## config.mk

```make
export PLATFORM = sky130hd
export DESIGN_NAME = bus_arbiter_rr
export DESIGN_NICKNAME = d
export VERILOG_FILES = /design/src/rtl/bus_arbiter_rr.sv
export SDC_FILE = /design/constraint.sdc
export NUM_CORES = 1
export LEC_CHECK = 0
export CORE_ASPECT_RATIO = 0.5
export CORE_MARGIN = 1
export CORE_UTILIZATION = 45
export DETAILED_ROUTE_END_ITERATION = 16
export PLACE_DENSITY = 0.81
export SYNTH_ARGS = -nofsm -noshare
export SYNTH_HDL_FRONTEND = slang
export SYNTH_SLANG_ARGS = --single-unit
```

## constraint.sdc

```tcl
create_clock -name clk -period 3.1 [get_ports clk]
set_clock_uncertainty 0.1 [all_clocks]
set_input_delay 0.31 -clock clk [delete_from_list [all_inputs] [get_ports clk]]
set_output_delay 0.31 -clock clk [all_outputs]
set_load 0.01 [all_outputs]
```

## src/rtl/bus_arbiter_rr.sv

```systemverilog
// bus_arbiter_rr: shares one packet bus among DRVRS first-word-fall-through
// device FIFOs. Each grant pops a packet, then routes it to one device or
// broadcasts it to all devices except the source. Arbitration is sampled per
// grant as fixed priority or round-robin. A grant may burst up to MAX_BURST
// packets. Every output is registered.
module bus_arbiter_rr #(
    parameter int unsigned       DRVRS     = 4,
    parameter int unsigned       PCKG_SZ   = 16,
    parameter int unsigned       ID_W      = 8,
    parameter logic [ID_W-1:0]   BROADCAST = {ID_W{1'b1}},
    parameter int unsigned       MAX_BURST = 2,
    parameter int unsigned       CNT_W     = 16
) (
    input  logic                     clk,
    input  logic                     reset,
    input  logic                     mode_rr,
    input  logic [DRVRS-1:0]         pndng,
    input  logic [DRVRS*PCKG_SZ-1:0] D_pop,
    output logic [DRVRS-1:0]         pop,
    output logic [DRVRS-1:0]         push,
    output logic [PCKG_SZ-1:0]       D_push,
    output logic                     busy,
    output logic                     err_dest,
    output logic [CNT_W-1:0]         pkt_cnt
);

    localparam int unsigned GW = (DRVRS > 1) ? $clog2(DRVRS) : 1;
    localparam int unsigned BW = $clog2(MAX_BURST + 1);

    localparam logic [1:0] S_IDLE    = 2'd0;
    localparam logic [1:0] S_POP     = 2'd1;
    localparam logic [1:0] S_DELIVER = 2'd2;

    logic [1:0]         r_state;
    logic [GW-1:0]      r_grant;
    logic [GW-1:0]      r_rr_ptr;
    logic [BW-1:0]      r_burst_cnt;
    logic [DRVRS-1:0]   r_pop;
    logic [DRVRS-1:0]   r_push;
    logic [PCKG_SZ-1:0] r_pkt;
    logic               r_busy;
    logic               r_err;
    logic [CNT_W-1:0]   r_cnt;

    logic [PCKG_SZ-1:0] w_slot [DRVRS];
    logic [GW-1:0]      w_scan;
    logic [GW-1:0]      w_arb_grant;
    logic               w_found;
    logic [PCKG_SZ-1:0] w_head;
    logic [ID_W-1:0]    w_dest;
    logic [DRVRS-1:0]   w_route;
    logic               w_burst_more;
    logic [GW-1:0]      w_ptr_next;

    // Unpacked view of the per-device head packets.
    for (genvar gi = 0; gi < DRVRS; gi++) begin : g_slot
        assign w_slot[gi] = D_pop[gi*PCKG_SZ +: PCKG_SZ];
    end

    // Pick the next grant: scan from rr_ptr in round-robin, from 0 in fixed priority.
    always_comb begin
        w_arb_grant = '0;
        w_found     = 1'b0;
        w_scan      = '0;
        for (int unsigned k = 0; k < DRVRS; k++) begin
            w_scan = mode_rr ? GW'((32'(r_rr_ptr) + k) % DRVRS) : GW'(k);
            if (!w_found && pndng[w_scan]) begin
                w_found     = 1'b1;
                w_arb_grant = w_scan;
            end
        end
    end

    // Decode the granted head packet into a push mask; an empty mask means drop.
    always_comb begin
        w_head  = w_slot[r_grant];
        w_dest  = w_head[PCKG_SZ-1 -: ID_W];
        w_route = '0;
        if (w_dest == BROADCAST) begin
            w_route          = '1;
            w_route[r_grant] = 1'b0;
        end else if (32'(w_dest) < DRVRS && w_dest[GW-1:0] != r_grant) begin
            w_route[w_dest[GW-1:0]] = 1'b1;
        end
    end

    // Burst continuation and the round-robin pointer for the next arbitration.
    always_comb begin
        w_burst_more = pndng[r_grant] && (32'(r_burst_cnt) + 32'd1 < MAX_BURST);
        w_ptr_next   = (r_grant == GW'(DRVRS - 1)) ? '0 : r_grant + 1'b1;
    end

    // Control FSM; pop/push/err are single-cycle strobes, busy mirrors non-IDLE.
    always_ff @(posedge clk or negedge reset) begin
        if (!reset) begin
            r_state     <= S_IDLE;
            r_grant     <= '0;
            r_rr_ptr    <= '0;
            r_burst_cnt <= '0;
            r_pop       <= '0;
            r_push      <= '0;
            r_pkt       <= '0;
            r_busy      <= 1'b0;
            r_err       <= 1'b0;
            r_cnt       <= '0;
        end else begin
            r_pop  <= '0;
            r_push <= '0;
            r_err  <= 1'b0;
            case (r_state)
                S_IDLE: begin
                    if (|pndng) begin
                        r_grant     <= w_arb_grant;
                        r_burst_cnt <= '0;
                        r_pop       <= DRVRS'(1) << w_arb_grant;
                        r_busy      <= 1'b1;
                        r_state     <= S_POP;
                    end
                end
                S_POP: begin
                    r_pkt  <= w_head;
                    r_push <= w_route;
                    r_err  <= ~|w_route;
                    if (|w_route && r_cnt != '1) begin
                        r_cnt <= r_cnt + 1'b1;
                    end
                    r_state <= S_DELIVER;
                end
                S_DELIVER: begin
                    r_pkt       <= '0;
                    r_burst_cnt <= r_burst_cnt + 1'b1;
                    if (w_burst_more) begin
                        r_pop   <= DRVRS'(1) << r_grant;
                        r_state <= S_POP;
                    end else begin
                        r_rr_ptr <= w_ptr_next;
                        r_busy   <= 1'b0;
                        r_state  <= S_IDLE;
                    end
                end
                default: begin
                    r_busy  <= 1'b0;
                    r_state <= S_IDLE;
                end
            endcase
        end
    end

    assign pop      = r_pop;
    assign push     = r_push;
    assign D_push   = r_pkt;
    assign busy     = r_busy;
    assign err_dest = r_err;
    assign pkt_cnt  = r_cnt;

endmodule
```

==> summary.txt, run 1 <==
Floorplanning
  • I/O pins: 113
  • Die Y: 60.29 µm
  • Core Footprint: 6306 µm²
  • Die ar.: 7149 µm²
  • Die width: 118.6 µm
  • FP Rows: 20
  • Initial Utilization: 48.49%

Power and ir drop
  • P_leak: 1.885 nW
  • VDD IR max: 0.3966 mV
  • Power, Total: 3.276 mW
  • Power per cell area: 745.9 nW/µm²

Synthesis
  • Mean Syn Cell Area: 10.47 µm²
  • Seq/Total Area, Yosys: 40.92%
  • Synth Flop Type: dfrtp_1
  • Largest cells by area after synthesis: dfrtp_1, mux4_2, o21ai_0
  • Post-synth EDFFs: 0
  • Share of the synthesized area in the top cell type: 40.92%
  • Area leader, netlist: dfrtp_1
  • Post-Syn Area: 3058 µm²
  • Async set or reset register ratio after synthesis: 100.0%
  • YS warnings: 0
  • Synth Net Count: 373
  • Syn Inst Count: 292
  • Seq cells post-synth: 50
  • Synth unique cells: 50

CTS
  • Root buffer cell: clkbuf_16
  • Clk slew on worst S/H paths: 70 ps
  • Max Buffers Root-to-Sink: 2
  • Cts hold-fix bufs: 0
  • H-tree depth: 2
  • Number of buffers added for setup after CTS: 0
  • Worst skew pair latency: 280 ps
  • Cts bufs inserted: 5
  • CTS tree: yes
  • CTS sink count: 50
  • # resized after CTS: 0

Layout
  • Most common cell after layout, fill and taps aside: clkdlybuf4s50_1
  • Fillers: 458
  • Final cell count without fillers: 491
  • Final #Nets: 483
  • Area of the multi-input gates: 1625 µm²
  • Most frequent cells in the layout: clkdlybuf4s50_1, dfrtp_1, inv_1
  • Reg area: 1251 µm²
  • Share of layout cells above drive strength 1: 9.926%
  • # diodes: 0
  • Area Growth Syn to Fin: 43.62%

Outcome
  • Run status: finished, final reports clean

Place
  • PortBufs: 112
  • Post-Place Cells: 483
  • Post-DP HPWL: 6.313 mm
  • Dpl ws: 244.6 ps
  • Placer congestion estimate: 0.8845

Detailed routing
  • 1st-iter DRT viols: 218
  • Vias: 2,696
  • Drt via density: 5.491
  • Drt drc: 0
  • Overall routed net length: 8.065 mm
  • Post-route ant nets: 0
  • Routed WL per cell: 16.43 µm
  • Pre-antenna DRT Iters: 4

Global routing
  • Global route total overflow: 0
  • Vias in the first global route: 2,793
  • First-pass GRT wire length: 13.40 mm
  • Largest net degree at the start of global routing: 51
  • GRT Resource Usage Total: 24.17%
  • Initial antenna violation count: 0

STA
  • Final Hold Viols: 0
  • RSZ-0062 raised after global routing: false
  • Tmin final: 2870 ps
  • Worst-Margin Slew: 1122 ps
  • Worst Setup Slack, final: 230.2 ps
  • Max-slew violations: 0
  • Max Freq: 0.3485 GHz
  • Slew headroom: 25.17%
  • Setup-failing EPs final: 0
  • Final setup TNS: 0 ps
  • Period utilisation layout: 92.57%

Critical path
  • CP Class: reg -> reg
  • Startpoint types: flop
  • Worst R2R End: pkt_cnt[14]
  • Flop-to-flop setup slack: 230 ps
  • Data required time of the worst path: 3210 ps
  • Worst reg2reg path depth: 6
  • R2r startpoint: r_grant[0]
  • CP Max Fanout: 12
  • CP arrival: 2980 ps
  • CP endpoint kind: flop

Job
  • Maxcap violations: 0

Min path
  • Type of the worst min-delay path: in -> async
## state kept, by name, summed over array words and instances (netlist names)
register and flops:
D_push 16, busy 1, err_dest 1, pkt_cnt 16, pop 4, push 4, r_burst_cnt 2, r_grant 2
r_rr_ptr 2, r_state 2
## logic make-up after synthesis
group / share of synthesized area, %
compound gates: 12.23
xor+xnor: 4.296
fa+ha+maj: 4.092
buf+inv: 5.933
flops: 40.92
mux: 15.14
simple gates: 17.39
## worst max-delay path: stages (launching register included)
cell      delay [ps]
dfrtp_1          680
mux4_2           630
nor4_4           370
o211ai_4         170
a211o_1          440
nor4_2           240
xor2_1           160
## final cells by class
type	instances	share of cell area, %
well taps	88	2.507
flip-flops and latches	50	28.49
inverters	31	2.650
repair buffers	116	26.10
clock inverters	2	0.3134
clock buffers	6	2.934
multi-input cells	198	37.01
## how the worst max path moves through the flow
stage / slack (ps) / startpoint / end
finish: 230 / r_grant[0] / pkt_cnt[14]
global route: 10 / r_grant[0] / pkt_cnt[14]
detailed placement: 240 / r_grant[0] / pkt_cnt[12]
global placement: 340 / r_grant[0] / pkt_cnt[11]
CTS: 210 / r_grant[0] / pkt_cnt[14]
floorplan: 400 / r_grant[1] / pkt_cnt[12]
## report_power, final
group | leakage (nW) | switching (mW) | internal, mW
logic | 1.17 | 0.841 | 0.849
clock network | 0.0708 | 0.231 | 0.300
registers | 0.645 | 0.202 | 0.853
total | 1.89 | 1.27 | 2.00
## Yosys cell counts, drive strengths merged (6+ instances only)
cell	count
nor2	18
clkbuf	8
ha	10
nand3	8
nand4	6
nor3	6
inv	31
o21ai	26
mux4	17
xor2	9
dfrtp	50
nand2	28
a21oi	7
nor3b	7
xnor2	6
## per-stage QoR
step | hold slack (ps) | area [µm²] | util, %
6_report | 129.8 | 4392 | 69.64
5_1_grt | 218.8 | 4392 | 69.64
4_1_cts | 174.4 | 4392 | 69.64
2_1_floorplan | -85.59 | 3058 | -
3_3_place_gp | 374.9 | 4249 | 67.38
3_5_place_dp | 388.3 | 4249 | 67.38
## metal layers
layer / track usage, % / up-vias / routed length, µm
met5: 0 / - / 0
met3: 5.057 / 14 / 289
li1: - / 1266 / -
met4: 7.414 / 0 / 123
met1: 28.46 / 1352 / 3302
met2: 45.61 / 64 / 4348
No activity file was read; power rests on OpenSTA's default activity.
==> inputs of run 2 (changes only) <==
--- a/config.mk
+++ b/config.mk
@@ -13,3 +13,4 @@
 export SYNTH_ARGS = -nofsm -noshare
 export SYNTH_HDL_FRONTEND = slang
 export SYNTH_SLANG_ARGS = --single-unit
+export TNS_END_PERCENT = 10
==> results of run 2 <==
The final DEF is identical to that of run 1; final timing and power are the same.
